===== src/rtl/verificador_senhas_multi.sv =====
// verificador_senhas_multi
// Checks an entered digit buffer against up to N_SENHAS stored passwords.
// Each password has variable length and is padded with 0xF. It may appear
// anywhere in the entry as a contiguous substring. The block reports the
// matching slot, counts consecutive failures and enforces a tick-driven
// lockout.
//
// Ports:
//   clk, rst      clock (rising edge), asynchronous active-high reset
//   valid_in      one-cycle pulse: verify the entry currently on the inputs
//   senha_teste   entry digits, digit i at [4i+3:4i], 0xF = empty
//   senhas_reais  stored passwords, slot s digit k at [(s*N_MAX+k)*4 +: 4]
//   slot_en       per-slot enable mask
//   tick          lockout time base strobe
//   busy          verification in progress (low only in IDLE)
//   done          one-cycle result strobe
//   senha_ok      last result correct, held until next accepted valid_in
//   match_idx     matching slot, held with senha_ok
//   falhas        consecutive failure count
//   bloqueado     lockout active
module verificador_senhas_multi #(
    parameter int N_TESTE    = 20,
    parameter int N_MAX      = 12,
    parameter int N_MIN      = 4,
    parameter int N_SENHAS   = 4,
    parameter int MAX_FALHAS = 5,
    parameter int T_BLOQUEIO = 30,
    localparam int IW = (N_SENHAS > 1) ? $clog2(N_SENHAS) : 1,
    localparam int FW = $clog2(MAX_FALHAS + 1)
) (
    input  logic                         clk,
    input  logic                         rst,
    input  logic                         valid_in,
    input  logic [4*N_TESTE-1:0]         senha_teste,
    input  logic [N_SENHAS*4*N_MAX-1:0]  senhas_reais,
    input  logic [N_SENHAS-1:0]          slot_en,
    input  logic                         tick,
    output logic                         busy,
    output logic                         done,
    output logic                         senha_ok,
    output logic [IW-1:0]                match_idx,
    output logic [FW-1:0]                falhas,
    output logic                         bloqueado
);

    localparam int PW = $clog2(N_TESTE + 1);
    localparam int LW = $clog2(N_MAX + 1);
    localparam int CW = $clog2(T_BLOQUEIO + 1);

    typedef enum logic [2:0] {IDLE, LEN, SCAN, OK, FAIL, REJ} state_t;

    state_t state, next_state;

    logic [4*N_TESTE-1:0]        teste_r;
    logic [N_SENHAS*4*N_MAX-1:0] reais_r;
    logic [N_SENHAS-1:0]         en_r;
    logic [LW-1:0]               len_c [N_SENHAS];
    logic [LW-1:0]               len_r [N_SENHAS];
    logic [N_SENHAS-1:0]         slot_val_r;
    logic [IW-1:0]               s_r;
    logic [PW-1:0]               p_r;
    logic [CW-1:0]               lock_cnt;

    logic [LW-1:0] cur_len;
    logic          cur_val;
    logic          fits;
    logic          at_end;
    logic          digits_eq;
    logic          hit;
    logic          last_slot;

    // Password length = index of the first 0xF digit, or N_MAX if none.
    // This is computed on the captured copy, so the inputs may change freely.
    always_comb begin
        for (int s = 0; s < N_SENHAS; s++) begin
            len_c[s] = LW'(N_MAX);
            for (int k = N_MAX - 1; k >= 0; k--) begin
                if (reais_r[(s*N_MAX + k)*4 +: 4] == 4'hF) begin
                    len_c[s] = LW'(k);
                end
            end
        end
    end

    // Single (slot, offset) comparison per cycle.
    // Digits beyond the entry buffer never match.
    always_comb begin
        cur_len   = len_r[s_r];
        cur_val   = slot_val_r[s_r];
        fits      = (int'(p_r) + int'(cur_len)) <= N_TESTE;
        at_end    = (int'(p_r) + int'(cur_len)) >= N_TESTE;
        last_slot = (int'(s_r) == N_SENHAS - 1);
        digits_eq = 1'b1;
        for (int k = 0; k < N_MAX; k++) begin
            if (k < int'(cur_len)) begin
                if (int'(p_r) + k < N_TESTE) begin
                    if (reais_r[(int'(s_r)*N_MAX + k)*4 +: 4] !=
                        teste_r[(int'(p_r) + k)*4 +: 4]) begin
                        digits_eq = 1'b0;
                    end
                end else begin
                    digits_eq = 1'b0;
                end
            end
        end
        hit = cur_val && fits && digits_eq;
    end

    // State register.
    always_ff @(posedge clk or posedge rst) begin
        if (rst) begin
            state <= IDLE;
        end else begin
            state <= next_state;
        end
    end

    // Next-state logic.
    always_comb begin
        next_state = state;
        case (state)
            IDLE: begin
                if (valid_in) begin
                    next_state = bloqueado ? REJ : LEN;
                end
            end
            LEN:  next_state = SCAN;
            SCAN: begin
                if (hit) begin
                    next_state = OK;
                end else if ((!cur_val || at_end) && last_slot) begin
                    next_state = FAIL;
                end
            end
            OK, FAIL, REJ: next_state = IDLE;
            default: next_state = IDLE;
        endcase
    end

    // Output decode.
    always_comb begin
        busy = (state != IDLE);
        done = (state == OK) || (state == FAIL) || (state == REJ);
    end

    // Datapath: capture, slot setup, scan pointers, result and failure bookkeeping.
    // Result registers are updated on the edge that enters OK/FAIL/REJ. This way
    // senha_ok, falhas and bloqueado already hold their new values while done is high.
    always_ff @(posedge clk or posedge rst) begin
        if (rst) begin
            teste_r    <= '0;
            reais_r    <= '0;
            en_r       <= '0;
            slot_val_r <= '0;
            s_r        <= '0;
            p_r        <= '0;
            senha_ok   <= 1'b0;
            match_idx  <= '0;
            falhas     <= '0;
            bloqueado  <= 1'b0;
            lock_cnt   <= '0;
            for (int i = 0; i < N_SENHAS; i++) begin
                len_r[i] <= '0;
            end
        end else begin
            case (state)
                IDLE: begin
                    if (valid_in) begin
                        senha_ok <= 1'b0;
                        if (!bloqueado) begin
                            teste_r   <= senha_teste;
                            reais_r   <= senhas_reais;
                            en_r      <= slot_en;
                            match_idx <= '0;
                        end
                    end
                end
                LEN: begin
                    for (int i = 0; i < N_SENHAS; i++) begin
                        len_r[i]      <= len_c[i];
                        slot_val_r[i] <= en_r[i] && (int'(len_c[i]) >= N_MIN);
                    end
                    s_r <= '0;
                    p_r <= '0;
                end
                SCAN: begin
                    if (hit) begin
                        senha_ok  <= 1'b1;
                        match_idx <= s_r;
                        falhas    <= '0;
                    end else if (!cur_val || at_end) begin
                        p_r <= '0;
                        if (last_slot) begin
                            senha_ok <= 1'b0;
                            falhas   <= falhas + 1'b1;
                            if (falhas == FW'(MAX_FALHAS - 1)) begin
                                bloqueado <= 1'b1;
                                lock_cnt  <= CW'(T_BLOQUEIO);
                            end
                        end else begin
                            s_r <= s_r + 1'b1;
                        end
                    end else begin
                        p_r <= p_r + 1'b1;
                    end
                end
                default: ;
            endcase

            // Lockout countdown.
            // Releasing the lock also forgives the failure history.
            if (bloqueado && tick) begin
                if (lock_cnt <= CW'(1)) begin
                    lock_cnt  <= '0;
                    bloqueado <= 1'b0;
                    falhas    <= '0;
                end else begin
                    lock_cnt <= lock_cnt - 1'b1;
                end
            end
        end
    end

endmodule


===== config.mk =====
export PLATFORM = sky130hd
export DESIGN_NAME = verificador_senhas_multi
export DESIGN_NICKNAME = d
export VERILOG_FILES = /design/src/rtl/verificador_senhas_multi.sv
export SDC_FILE = /design/constraint.sdc
export NUM_CORES = 1
export LEC_CHECK = 0
export BUFFER_PORTS_ARGS = -buffer_cell sky130_fd_sc_hd__buf_2
export CAP_MARGIN = 30
export CORE_MARGIN = 4
export CORE_UTILIZATION = 54
export DETAILED_ROUTE_END_ITERATION = 8
export GPL_ROUTABILITY_DRIVEN = 0
export HOLD_SLACK_MARGIN = 0.02
export PLACE_DENSITY = 0.78
export SETUP_SLACK_MARGIN = 0.1
export SLEW_MARGIN = 20
export SYNTH_ARGS = -nofsm -noshare
export SYNTH_HDL_FRONTEND = slang
export SYNTH_SLANG_ARGS = --single-unit

===== constraint.sdc =====
create_clock -name clk -period 12.4 [get_ports clk]
set_clock_uncertainty 0.15 [all_clocks]
set_input_delay 3.72 -clock clk [delete_from_list [all_inputs] [get_ports clk]]
set_output_delay 3.72 -clock clk [all_outputs]
set_load 0.005 [all_outputs]

==> flow_summary.ini, run 1 <==
[finish]
fin_nets = 2401
final_cell_area_sq_mm = 0.0249
final_common_cell = dfrtp_1
final_cell_mix = dfrtp_1 (312), mux2_2 (305), buf_2 (288)
drive_gt1_frac = 0.401
syn2layout_area_growth_pct = 13.6

[power_and_ir_drop]
switchingPower_mw = 3.41
share_comb_of_total_power = 0.543
seq_power_share = 0.314
p_int_mw = 4.29
powerDensity_mw_per_mm2 = 310
leakage_nw = 10.3
power_frac_clock = 0.143
p_sw_frac = 0.443
vdd_drop_max_uv = 175

[sta]
slew_headroom = 0.205
finalSetupTns_ns = 0
fmax_ghz = 0.152
setup_viol = 0
finalCriticalPeriod_ns = 6.57
holdWs_ns = 0.323
fin_crit_sh = 0.530
finalHoldViolCount = 0
rsz0062_at_grt = false
worst_slew_pin_slew_ns = 1.19
slew_viol_final = 0

[logic_synthesis]
syn_area_sq_mm = 0.0219
yosysTopAreaCell = dfrtp_1
synthTopCellsByArea = dfrtp_1 (36%), mux2_2 (16%), mux4_2 (15%)
async_flop_share = 1.00
syn-num-nets = 2185
synth_top_cell_area_share = 0.364
synth_edf_count = 0
synth-seq-cells = 318
ys.flop_type = dfrtp_1
yosysWarnings = 0
syn_inst = 1876
seq_area_frac_synth = 0.364
synth_cell_types = 82
avgSynthCellArea_sq_um = 11.7

[placed_design]
io_buffers = 288
place_area_sq_mm = 0.0235
hpwl_microns = 54900

[drt]
vias_per_cell = 7.02
dr.pass1.iters = 6
drc = 0
wl_per_cell_microns = 27.6
vias = 18600
routed_wirelength_microns = 73100
ant_nets = 0
dr.first_iter.drc_count = 3134

[clock_tree]
insertion_delay_ns = 0.57
cts_buffer_depth = 3
cts_resized = 0
cts.sinks = 318
cts_tree = done
cts_hold_buf = 0
path_clk_slew_ns = 0.06
cts_buffers = 36
root_buffer = clkbuf_16
h-tree-depth = 2
postCtsSetupBuffers = 0

[global_routing]
track_usage = 0.322
grt_max_degree = 180
grt_pass1_vias = 18400
antenna_found_initial = 1
gr-total-overflow = 0
grt_pass1_wl_microns = 110000

[floorplanning]
start_util = 0.548
rows = 73
pin_count = 289
dieArea_sq_mm = 0.0438
die_w_microns = 209
die_h_microns = 209
core_sq_mm = 0.0399

[job]
cap_viol_max_count = 0

[setup_path]
worstSetupEndpointType = flip-flop
critPathKind = flip-flop to flip-flop
crit_fanout = 38
cp-start-kind = flip-flop
required_ns = 12.69
arrival_ns = 6.86

[status]
status = finished, final reports clean

[hold_path]
hold_class = flip-flop to flip-flop
cells by family after synthesis:
kind of cell | after synthesis | share of synthesized area
flops | 318 | 0.364
buf+inv | 159 | 0.0355
xor+xnor | 49 | 0.0196
simple gates | 428 | 0.0979
fa+ha+maj | 29 | 0.0169
mux | 583 | 0.369
compound gates | 310 | 0.0971
final cells by class:
cell class / instances / area, sq um
flip-flops and latches: 318 / 7970
clock inverters: 17 / 199
fillers: 3027 / 15100
clock buffers: 48 / 1040
diodes: 1 / 2.50
repair buffers: 312 / 1730
multi-input cells: 1399 / 13200
inverters: 25 / 97.6
well taps: 525 / 657
synthesized netlist by cell type (all sizes together), types with 7 or more instances:
cell,n
dfrtp,318
o22ai,18
nor4,13
inv,25
nor2b,25
o21ai,62
a22oi,13
o211ai,9
nor3b,7
a21o,9
a21oi,64
xnor2,38
nor2,81
nand2,142
mux2i,128
buf,76
and2,18
a41oi,9
nand4,37
a311oi,8
clkbuf,58
nor3,25
o21a,7
ha,28
mux2,307
a22o,13
nand2b,18
xor2,11
nand3,23
and4,10
mux4,148
a31oi,13
a211oi,10
per-layer routing:
| layer | wire (microns) | GRT usage | share of wire |
|---|---|---|---|
| met5 | 0 | 0 | 0 |
| met4 | 4460 | 0.158 | 0.061 |
| met3 | 9150 | 0.100 | 0.13 |
| met2 | 32800 | 0.489 | 0.45 |
| met1 | 26800 | 0.424 | 0.37 |
worst paths after layout:
kind	from	end	slack (ns)	cells past startpoint
min in group asynchronous	rst	teste_r[22]$_DFFE_PP0P_	3.06	3
max in group asynchronous	rst	p_r[0]$_DFFE_PP0P_	7.22	5
worst min register to register	slot_val_r[3]$_DFFE_PP0P_	slot_val_r[3]$_DFFE_PP0P_	0.32	2
worst max register to register	s_r[0]$_DFFE_PP0P_	match_idx[1]$_DFFE_PP0P_	5.83	14
worst min-delay path	slot_val_r[3]$_DFFE_PP0P_	slot_val_r[3]$_DFFE_PP0P_	0.32	2
worst max-delay path	s_r[0]$_DFFE_PP0P_	match_idx[1]$_DFFE_PP0P_	5.83	14
sequential cells by signal, indices dropped and copies added, names as in the netlist, 2 cells and up:
| signal | count |
|---|---|
| falhas | 3 |
| p_r | 5 |
| state | 3 |
| teste_r | 80 |
| match_idx | 2 |
| slot_val_r | 4 |
| s_r | 2 |
| lock_cnt | 5 |
| en_r | 4 |
| reais_r | 192 |
| len_r | 16 |
stage by stage:
step           std cells  setup WS [ns]  total power, mW  utilization
6_report            2645           5.83             7.70        0.623
5_1_grt             2645           5.51             7.99        0.623
2_1_floorplan       1876           4.29             5.13            -
3_3_place_gp        2574           6.13             6.22        0.589
4_1_cts             2641           5.93             7.50        0.621
3_5_place_dp        2576           5.97             6.37        0.590
critical path: stages (launching register included):
cell and delay (ns):
dfrtp_4 0.82, buf_4 0.56, ha_1 0.59, buf_4 0.38
nor2_1 0.09, a21oi_1 0.72, nor2_1 0.17, a21oi_1 0.35
xnor2_1 0.11, nor4_1 0.35, a41oi_1 0.20, or4b_1 0.60
nor4_4 0.61, and2_1 0.39, mux2_4 0.32
power by group through the flow:
stage	combinational [mW]	sequential (mW)	clock, mW
global route	4.38	2.45	1.16
finish	4.18	2.42	1.10
detailed placement	4.00	2.37	0
CTS	4.03	2.36	1.11
floorplan	3.20	1.92	0
global placement	3.88	2.33	0
Note: power is estimated with default switching activity, not from simulation.
==> inputs of run 2 (changes only) <==
==> constraint.sdc (replaced) <==
create_clock -name clk -period 5.9 [get_ports clk]
set_clock_uncertainty 0.15 [all_clocks]
set_input_delay 1.77 -clock clk [delete_from_list [all_inputs] [get_ports clk]]
set_output_delay 1.77 -clock clk [all_outputs]
set_load 0.005 [all_outputs]
==> run 2 against run 1 <==
Effect of this change:
- routed wire length rose by 1.9%
- sequential share of layout area decreased by 0.13 points
- critical path depth fell by 2
- highest routed layer unchanged
- largest power group unchanged
- die area stayed put
- clock-buffer cell count decreased by 2
- flip-flop and latch count stayed put
- core utilization grew 0.26 points
- sequential power is 110% higher
- largest cell class unchanged
- clock power is 110% higher
- via count is 1.6% higher
- first-iteration DRC count is 5.7% higher
==> flow_summary.ini, run 2 (synthesis results as in run 1) <==
[finish]
final_cell_mix = dfrtp_1 (312), mux2_2 (305), buf_2 (288)
drive_gt1_frac = 0.406
fillers = 3089
largest_registers = reais_r (192), teste_r (80), len_r (16)
instances_no_fill = 2661
final_cell_area_sq_mm = 0.0250
largest_register = reais_r
largest_reg_flops = 192
fin_nets = 2416
final_common_cell = dfrtp_1
syn2layout_area_growth_pct = 14.1

[drt]
ant_nets = 0
wl_per_cell_microns = 28.0
drc = 0
routed_wirelength_microns = 74500
vias = 18900
dr.first_iter.drc_count = 3312
vias_per_cell = 7.09
dr.pass1.iters = 7

[global_routing]
grt_pass1_vias = 18600
gr-total-overflow = 0
grt_max_degree = 180
grt_pass1_wl_microns = 113000
antenna_found_initial = 2
track_usage = 0.329

[status]
status = finished, final reports clean

[setup_path]
regToRegSetupSlack_ns = 0.83
crit_family = simple AND/OR/NAND/NOR gates
startpoint = s_r[0]$_DFFE_PP0P_
worstSetupEndpointType = flip-flop
regToRegStartpoint = s_r[0]$_DFFE_PP0P_
slowest_stage = o31ai_1
critPathKind = flip-flop to flip-flop
slowest_delay_ns = 0.73
path_buf_inv = 1
cp-start-kind = flip-flop
crit_cells = 12
cp-endpoint = match_idx[0]$_DFFE_PP0P_
path_cells = inv_1 -> ha_4 -> nand2_1 -> o31ai_1 -> nor3_1 -> o21ai_0 -> a41oi_1 -> nor2_1 -> or4b_1 -> nor4_4 -> and2_1 -> mux2_4
crit_fanout = 49
regToRegEndpoint = match_idx[0]$_DFFE_PP0P_
arrival_ns = 5.35
r2r_cells = 12
required_ns = 6.18

[clock_tree]
h-tree-depth = 2
insertion_delay_ns = 0.56
cts.sinks = 318
cts_hold_buf = 0
path_clk_slew_ns = 0.07
root_buffer = clkbuf_16
cts_resized = 0
cts_buffer_depth = 3
cts_buffers = 36
postCtsSetupBuffers = 0
cts_tree = done

[floorplanning]
core_sq_mm = 0.0399
pin_count = 289
die_w_microns = 209
rows = 73
die_h_microns = 209
dieArea_sq_mm = 0.0438
start_util = 0.548

[sta]
fmax_ghz = 0.197
fin_crit_sh = 0.860
slew_viol_final = 0
finalHoldViolCount = 0
setup_viol = 0
holdWs_ns = 0.336
rsz0062_at_grt = false
worst_slew_pin_slew_ns = 1.10
slew_headroom = 0.268
finalCriticalPeriod_ns = 5.07

[power_and_ir_drop]
vdd_drop_max_uv = 386
p_int_mw = 9.08
switchingPower_mw = 7.25
leakage_nw = 10.3
power_frac_clock = 0.143
seq_power_share = 0.314
powerDensity_mw_per_mm2 = 654
share_comb_of_total_power = 0.543
p_sw_frac = 0.444

[placed_design]
io_buffers = 288
place_area_sq_mm = 0.0237
hpwl_microns = 56200
place_inst = 2592

[hold_path]
hold_depth = 2
hold_class = flip-flop to flip-flop

[job]
cap_viol_max_count = 0
run 2: how the worst min path moves through the flow:
stage,slack (ns),to,startpoint
after floorplan,0.28,len_r[0]$_DFFE_PP0P_,len_r[0]$_DFFE_PP0P_
after global placement,0.29,slot_val_r[3]$_DFFE_PP0P_,slot_val_r[3]$_DFFE_PP0P_
after detailed placement,0.31,slot_val_r[3]$_DFFE_PP0P_,slot_val_r[3]$_DFFE_PP0P_
after CTS,0.33,len_r[5]$_DFFE_PP0P_,len_r[5]$_DFFE_PP0P_
after global routing,0.35,len_r[5]$_DFFE_PP0P_,len_r[5]$_DFFE_PP0P_
final,0.34,len_r[5]$_DFFE_PP0P_,len_r[5]$_DFFE_PP0P_
run 2: power groups by stage:
stage	Clock, mW	Combinational, mW	Sequential [mW]
CTS	2.37	8.54	4.96
finish	2.34	8.87	5.12
detailed placement	0	8.48	4.98
global placement	0	8.27	4.91
floorplan	0	6.73	4.04
global route	2.46	9.31	5.14
run 2: routing by layer:
layer,vias up,track usage,routed length (microns)
met1,9116,0.429,26600
met4,0,0.157,4890
li1,7685,-,-
met3,406,0.107,10100
met2,1666,0.503,32900
met5,-,0,0
run 2: cell type report:
type / count / area [sq um] / share of cell area
Tap cell: 525 / 657 / 0.0263
Clock inverter: 19 / 204 / 0.00817
Antenna cell: 2 / 5.00 / 0.000201
Clock buffer: 46 / 1040 / 0.0417
Multi-Input combinational cell: 1399 / 13200 / 0.527
Timing Repair Buffer: 327 / 1820 / 0.0729
Inverter: 25 / 97.6 / 0.00391
Sequential cell: 318 / 7970 / 0.319
run 2: tightest hold or removal path, delay by kind of cell (launching register included):
kind,cells,cell delay (ns)
simple gates,1,0.05
compound gates,1,0.06
flops,1,0.35
run 2: per-stage QoR:
stage | utilization | power [mW] | worst slack, ns | setup TNS (ns)
after floorplan | - | 10.8 | -0.259 | -82.31
after global placement | 0.593 | 13.2 | 1.19 | 0
after detailed placement | 0.593 | 13.5 | 1.00 | 0
after CTS | 0.625 | 15.9 | 0.959 | 0
after global routing | 0.625 | 16.9 | 0.706 | 0
final | 0.625 | 16.3 | 0.829 | 0
